[src/rtl/audio_i2s_tx.sv]
// audio_i2s_tx
// Final output stage of the audio path. Once per frame it captures the PCM
// and PSG sample pairs and mixes each side with saturating addition. It
// then shifts the mixed frame out to an external I2S DAC. The next_sample
// strobe paces the upstream sources. Frame rate is clk / (128 * BCK_HALF).
//
// Ports:
//   clk          system clock
//   rst_n        asynchronous active-low reset
//   pcm_left     signed 16-bit PCM sample, left
//   pcm_right    signed 16-bit PCM sample, right
//   psg_left     signed 16-bit PSG sample, left
//   psg_right    signed 16-bit PSG sample, right
//   mute         when high in the capture cycle the frame carries zeros
//   next_sample  one-clk pulse per frame, aligned with the capture
//   i2s_bck      I2S bit clock
//   i2s_lrck     I2S word select (0 = left, 1 = right)
//   i2s_data     I2S serial data, MSB first, one BCK after the LRCK edge
module audio_i2s_tx #(
    parameter int BCK_HALF = 4
) (
    input  logic        clk,
    input  logic        rst_n,
    input  logic [15:0] pcm_left,
    input  logic [15:0] pcm_right,
    input  logic [15:0] psg_left,
    input  logic [15:0] psg_right,
    input  logic        mute,
    output logic        next_sample,
    output logic        i2s_bck,
    output logic        i2s_lrck,
    output logic        i2s_data
);

    // A one-cycle divider still needs a 1-bit counter to stay legal.
    localparam int              DIV_W    = (BCK_HALF > 1) ? $clog2(BCK_HALF) : 1;
    localparam logic [DIV_W-1:0] DIV_LAST = DIV_W'(BCK_HALF - 1);

    // Saturating add of two signed 16-bit values. The sum is formed in
    // 17 bits, so it can never wrap there. The 16-bit result overflows
    // exactly when the top two bits of the sum disagree.
    function automatic logic [15:0] sat16(input logic [15:0] a, input logic [15:0] b);
        logic [16:0] sum;
        logic [15:0] res;
        sum = {a[15], a} + {b[15], b};
        if (sum[16] != sum[15]) begin
            res = sum[16] ? 16'h8000 : 16'h7FFF;
        end else begin
            res = sum[15:0];
        end
        return res;
    endfunction

    logic [DIV_W-1:0] div_cnt_r;
    logic             bck_r;
    logic [5:0]       bit_cnt_r;
    logic             lrck_r;
    logic             data_r;
    logic             next_sample_r;
    logic [63:0]      frame_r;

    logic             tick_s;
    logic             fall_s;
    logic             capture_s;
    logic [5:0]       bit_cnt_nxt_s;
    logic [15:0]      mix_left_s;
    logic [15:0]      mix_right_s;

    // Decode divider tick, BCK falling event, capture event and the mixed words.
    always_comb begin
        tick_s        = (div_cnt_r == DIV_LAST);
        fall_s        = tick_s & bck_r;
        bit_cnt_nxt_s = bit_cnt_r + 6'd1;
        if (fall_s && (bit_cnt_nxt_s == 6'd0)) begin
            capture_s = 1'b1;
        end else begin
            capture_s = 1'b0;
        end
        if (mute) begin
            mix_left_s  = 16'h0000;
            mix_right_s = 16'h0000;
        end else begin
            mix_left_s  = sat16(pcm_left, psg_left);
            mix_right_s = sat16(pcm_right, psg_right);
        end
    end

    // Bit-clock divider: toggles BCK every BCK_HALF clk cycles.
    always_ff @(posedge clk or negedge rst_n) begin
        if (!rst_n) begin
            div_cnt_r <= '0;
            bck_r     <= 1'b0;
        end else if (tick_s) begin
            div_cnt_r <= '0;
            bck_r     <= ~bck_r;
        end else begin
            div_cnt_r <= div_cnt_r + DIV_W'(1);
            bck_r     <= bck_r;
        end
    end

    // Frame sequencing on BCK falling events. The frame is captured and
    // loaded when entering slot 0, and shifted MSB first on every other slot.
    // Slot 0 outputs 0, which gives the one-BCK I2S delay after LRCK changes.
    always_ff @(posedge clk or negedge rst_n) begin
        if (!rst_n) begin
            bit_cnt_r     <= 6'd63;
            lrck_r        <= 1'b1;
            data_r        <= 1'b0;
            next_sample_r <= 1'b0;
            frame_r       <= 64'h0;
        end else begin
            next_sample_r <= capture_s;
            if (fall_s) begin
                bit_cnt_r <= bit_cnt_nxt_s;
                lrck_r    <= bit_cnt_nxt_s[5];
                if (capture_s) begin
                    frame_r <= {mix_left_s, 16'h0000, mix_right_s, 16'h0000};
                    data_r  <= 1'b0;
                end else begin
                    frame_r <= {frame_r[62:0], 1'b0};
                    data_r  <= frame_r[63];
                end
            end else begin
                bit_cnt_r <= bit_cnt_r;
                lrck_r    <= lrck_r;
                frame_r   <= frame_r;
                data_r    <= data_r;
            end
        end
    end

    assign next_sample = next_sample_r;
    assign i2s_bck     = bck_r;
    assign i2s_lrck    = lrck_r;
    assign i2s_data    = data_r;

endmodule

[config.mk]
export PLATFORM = sky130hd
export DESIGN_NAME = audio_i2s_tx
export DESIGN_NICKNAME = d
export VERILOG_FILES = /design/src/rtl/audio_i2s_tx.sv
export SDC_FILE = /design/constraint.sdc
export NUM_CORES = 1
export LEC_CHECK = 0
export BUFFER_PORTS_ARGS = -buffer_cell sky130_fd_sc_hd__buf_2
export CORE_UTILIZATION = 52
export DETAILED_ROUTE_END_ITERATION = 8
export PLACE_DENSITY = 0.87
export SLEW_MARGIN = 20
export SYNTH_ARGS = -nofsm -noshare
export SYNTH_HDL_FRONTEND = slang
export SYNTH_SLANG_ARGS = --single-unit
[constraint.sdc]
create_clock -name clk -period 4.7 [get_ports clk]
set_clock_uncertainty 0.15 [all_clocks]
set_input_delay 0.47 -clock clk [delete_from_list [all_inputs] [get_ports clk]]
set_output_delay 0.47 -clock clk [all_outputs]
set_load 0.02 [all_outputs]
==> results.py <==
metrics = {
    "routing": {
        "wire_per_inst_um": 14.22,
        "drtPass1Iterations": 4,
        "final_antenna_net_count": 0,
        "vias": 3902,
        "vias_per_cell": 5.868,
        "routed_wl_um": 9454,
        "dr_wl_met3_um": 353,
        "wl_met2_um": 4750,
        "drt_iter0_drc": 208,
        "drc": 0,
        "wirelength_met1_um": 4191,
        "top_layer": "met4",
    },
    "global_route": {
        "antenna_found_initial": 0,
        "grt_pass1_vias": 3867,
        "grt_use_total": 0.2437,
        "grt_max_degree": 60,
        "grt-ovfl-total": 0,
        "grt_pass1_wl_um": 16960,
    },
    "worst_setup_path": {
        "required_ps": 4820,
        "critPathKind": "primary input to register",
        "path_max_fanout": 17,
        "startpoint_type": "primary input",
        "rr_startpoint": "bit_cnt_r[0]",
        "crit_path_end_kind": "register",
        "reg2reg_slack_ps": 1620,
        "crit_arrival_ps": 4060,
        "reg2reg_depth": 8,
        "reg2reg_to": "frame_r[24]",
    },
    "placed_design": {
        "place_congestion": 0.8570,
        "dp_hpwl_um": 6826,
        "numPortBuffers": 70,
        "dp_cells": 649,
    },
    "power": {
        "leakage_nw": 2.299,
        "p_total_mw": 1.315,
        "peakVddDrop_mv": 0.1123,
        "power_density_nw_per_um2": 270.0,
    },
    "die": {
        "io_pins": 71,
        "dieArea_sq_um": 8503,
        "core.rowCount": 32,
        "core_region_area_sq_um": 7807,
        "start_util": 0.5420,
        "die_w_um": 92.21,
        "die_y_um": 92.21,
    },
    "finish": {
        "layout.nets": 664,
        "mostFrequentLayoutCells": "buf_2, a21oi_1, nand2_1",
        "drive_gt1_frac": 0.1883,
        "area_growth_syn_to_layout_pct": 15.11,
        "final_util": 0.6239,
        "final_common_cell": "buf_2",
        "fin_cells": 665,
        "antenna_cells": 0,
    },
    "clocking": {
        "cts_sinks": 59,
        "insertion_delay_ps": 340,
        "cts_tree": "yes",
        "cts_root_buf": "clkbuf_8",
        "cts_resized": 0,
        "cts_hold_buffers": 0,
        "clockBufferDepth": 2,
        "post-cts-setup-buffers": 0,
        "htree_levels": 3,
        "path_clk_slew_ps": 70,
        "numCtsBuffers": 9,
    },
    "sta": {
        "drv_slew": 0,
        "setup_violations": 0,
        "hold_slack_ps": 116.1,
        "layout_worst_path_cycle_share": 0.8394,
        "final_hold_viol_count": 0,
        "rsz0062_at_grt": "false",
        "relSlewSlack": 0.5098,
        "max_freq_mhz": 253.5,
        "tns_ps": 0,
        "tightest_slew_ps": 735.2,
        "period_needed_ps": 3945,
    },
    "synthesis": {
        "netlist_instances": 494,
        "synth_area_per_cell_sq_um": 8.566,
        "synth_edf_count": 0,
        "synth-seq-cells": 59,
        "ys_types": 59,
        "synth_nets": 600,
        "netlist_area_sq_um": 4232,
        "async_reset_ff_frac": 1.000,
        "synth_area_leaders": "dfrtp_1, ha_1, a21oi_1, nand2_1, o21ai_0",
        "ys_seq_area_frac": 0.3507,
        "synth_top_area_frac": 0.3134,
        "synthFlopType": "dfrtp_1",
        "yosys.area.top_type": "dfrtp_1",
        "synth_warnings": 0,
    },
    "min_path": {
        "hold_path_class": "primary input to async pin",
    },
    "flow_run": {
        "max_cap_viol_count": 0,
    },
    "outcome": {
        "status": "completed",
    },
}
metrics by stage:
stage / setup WS [ps] / instance area (sq um)
6_report: 754.9 / 4871
5_1_grt: 558.0 / 4871
4_1_cts: 825.5 / 4871
3_5_place_dp: 493.8 / 4658
3_3_place_gp: 693.2 / 4658
2_1_floorplan: 1325 / 4232
synth_stat cells, types with 2 or more instances:
library cell / number
a21oi_1: 64
nand2_1: 60
dfrtp_1: 53
ha_1: 37
nor2_1: 37
o21ai_0: 34
nand3_1: 24
xnor2_1: 17
a21o_1: 14
a211oi_1: 13
clkbuf_1: 13
and3_1: 12
xor2_1: 11
nor3_1: 10
inv_1: 8
a31oi_1: 6
dfstp_2: 6
buf_2: 5
o211ai_1: 5
o21a_1: 5
nand2b_1: 4
o22ai_1: 4
and2_1: 3
nand4_1: 3
o31ai_1: 3
a2111oi_0: 2
a221o_1: 2
a22oi_1: 2
a2bb2oi_1: 2
buf_1: 2
fa_1: 2
nand3b_1: 2
nor2b_1: 2
o32ai_2: 2
cell type report:
cell class / instances / area, sq um
clock buffers: 12 / 165.2
fillers: 700 / 2937
inverters: 8 / 30.03
flip-flops and latches: 59 / 1484
clock inverters: 4 / 47.55
repair buffers: 74 / 380.4
multi-input cells: 406 / 2636
well taps: 102 / 127.6
power breakdown:
| group | total, mW | switching, mW | internal, mW |
|---|---|---|---|
| Combinational | 0.307 | 0.176 | 0.131 |
| Clock | 0.493 | 0.207 | 0.286 |
| Sequential | 0.515 | 0.00209 | 0.513 |
cell families (layout without fill, tap and decap cells):
logic type	Yosys count	in the layout	share of synthesized area
AOI/OAI and AO/OA	174	174	0.2596
and+or+nand+nor	163	163	0.1807
DFF	59	59	0.3507
adders and majority gates	40	40	0.1212
buffers and inverters	29	98	0.02750
xor gates and xnor gates	28	28	0.05795
muxes	1	1	0.002366
registers in the layout (all words and copies together) (netlist names):
name,flops
i2s_data,1
div_cnt_r,2
i2s_bck,1
next_sample,1
bit_cnt_r,6
frame_r,48
critical path, cell delays in order:
cell       delay (ps)
buf_2             120
ha_1              300
a21o_1            180
a21o_1            190
a31oi_1           320
o2111ai_1         200
a2111oi_0         450
nor3_1            170
xnor2_1           160
ha_1              510
a21oi_2           570
o21ai_0           230
a21oi_1           190
metal layers:
layer / vias to the layer above / track usage
li1: 1945 / -
met1: 1855 / 0.3024
met2: 87 / 0.4167
met3: 15 / 0.05804
met4: 0 / 0.07813
met5: - / 0
worst max path at each step:
stage | start | end | slack, ps | cells after the start
floorplan | pcm_right[1] | frame_r[29] | 1330 | 13
global route | pcm_right[1] | frame_r[19] | 560 | 13
finish | pcm_right[1] | frame_r[24] | 750 | 13
CTS | pcm_right[1] | frame_r[24] | 830 | 13
global placement | pcm_right[1] | frame_r[17] | 690 | 13
detailed placement | pcm_right[1] | frame_r[18] | 490 | 13
(Power assumes the default switching activity.)
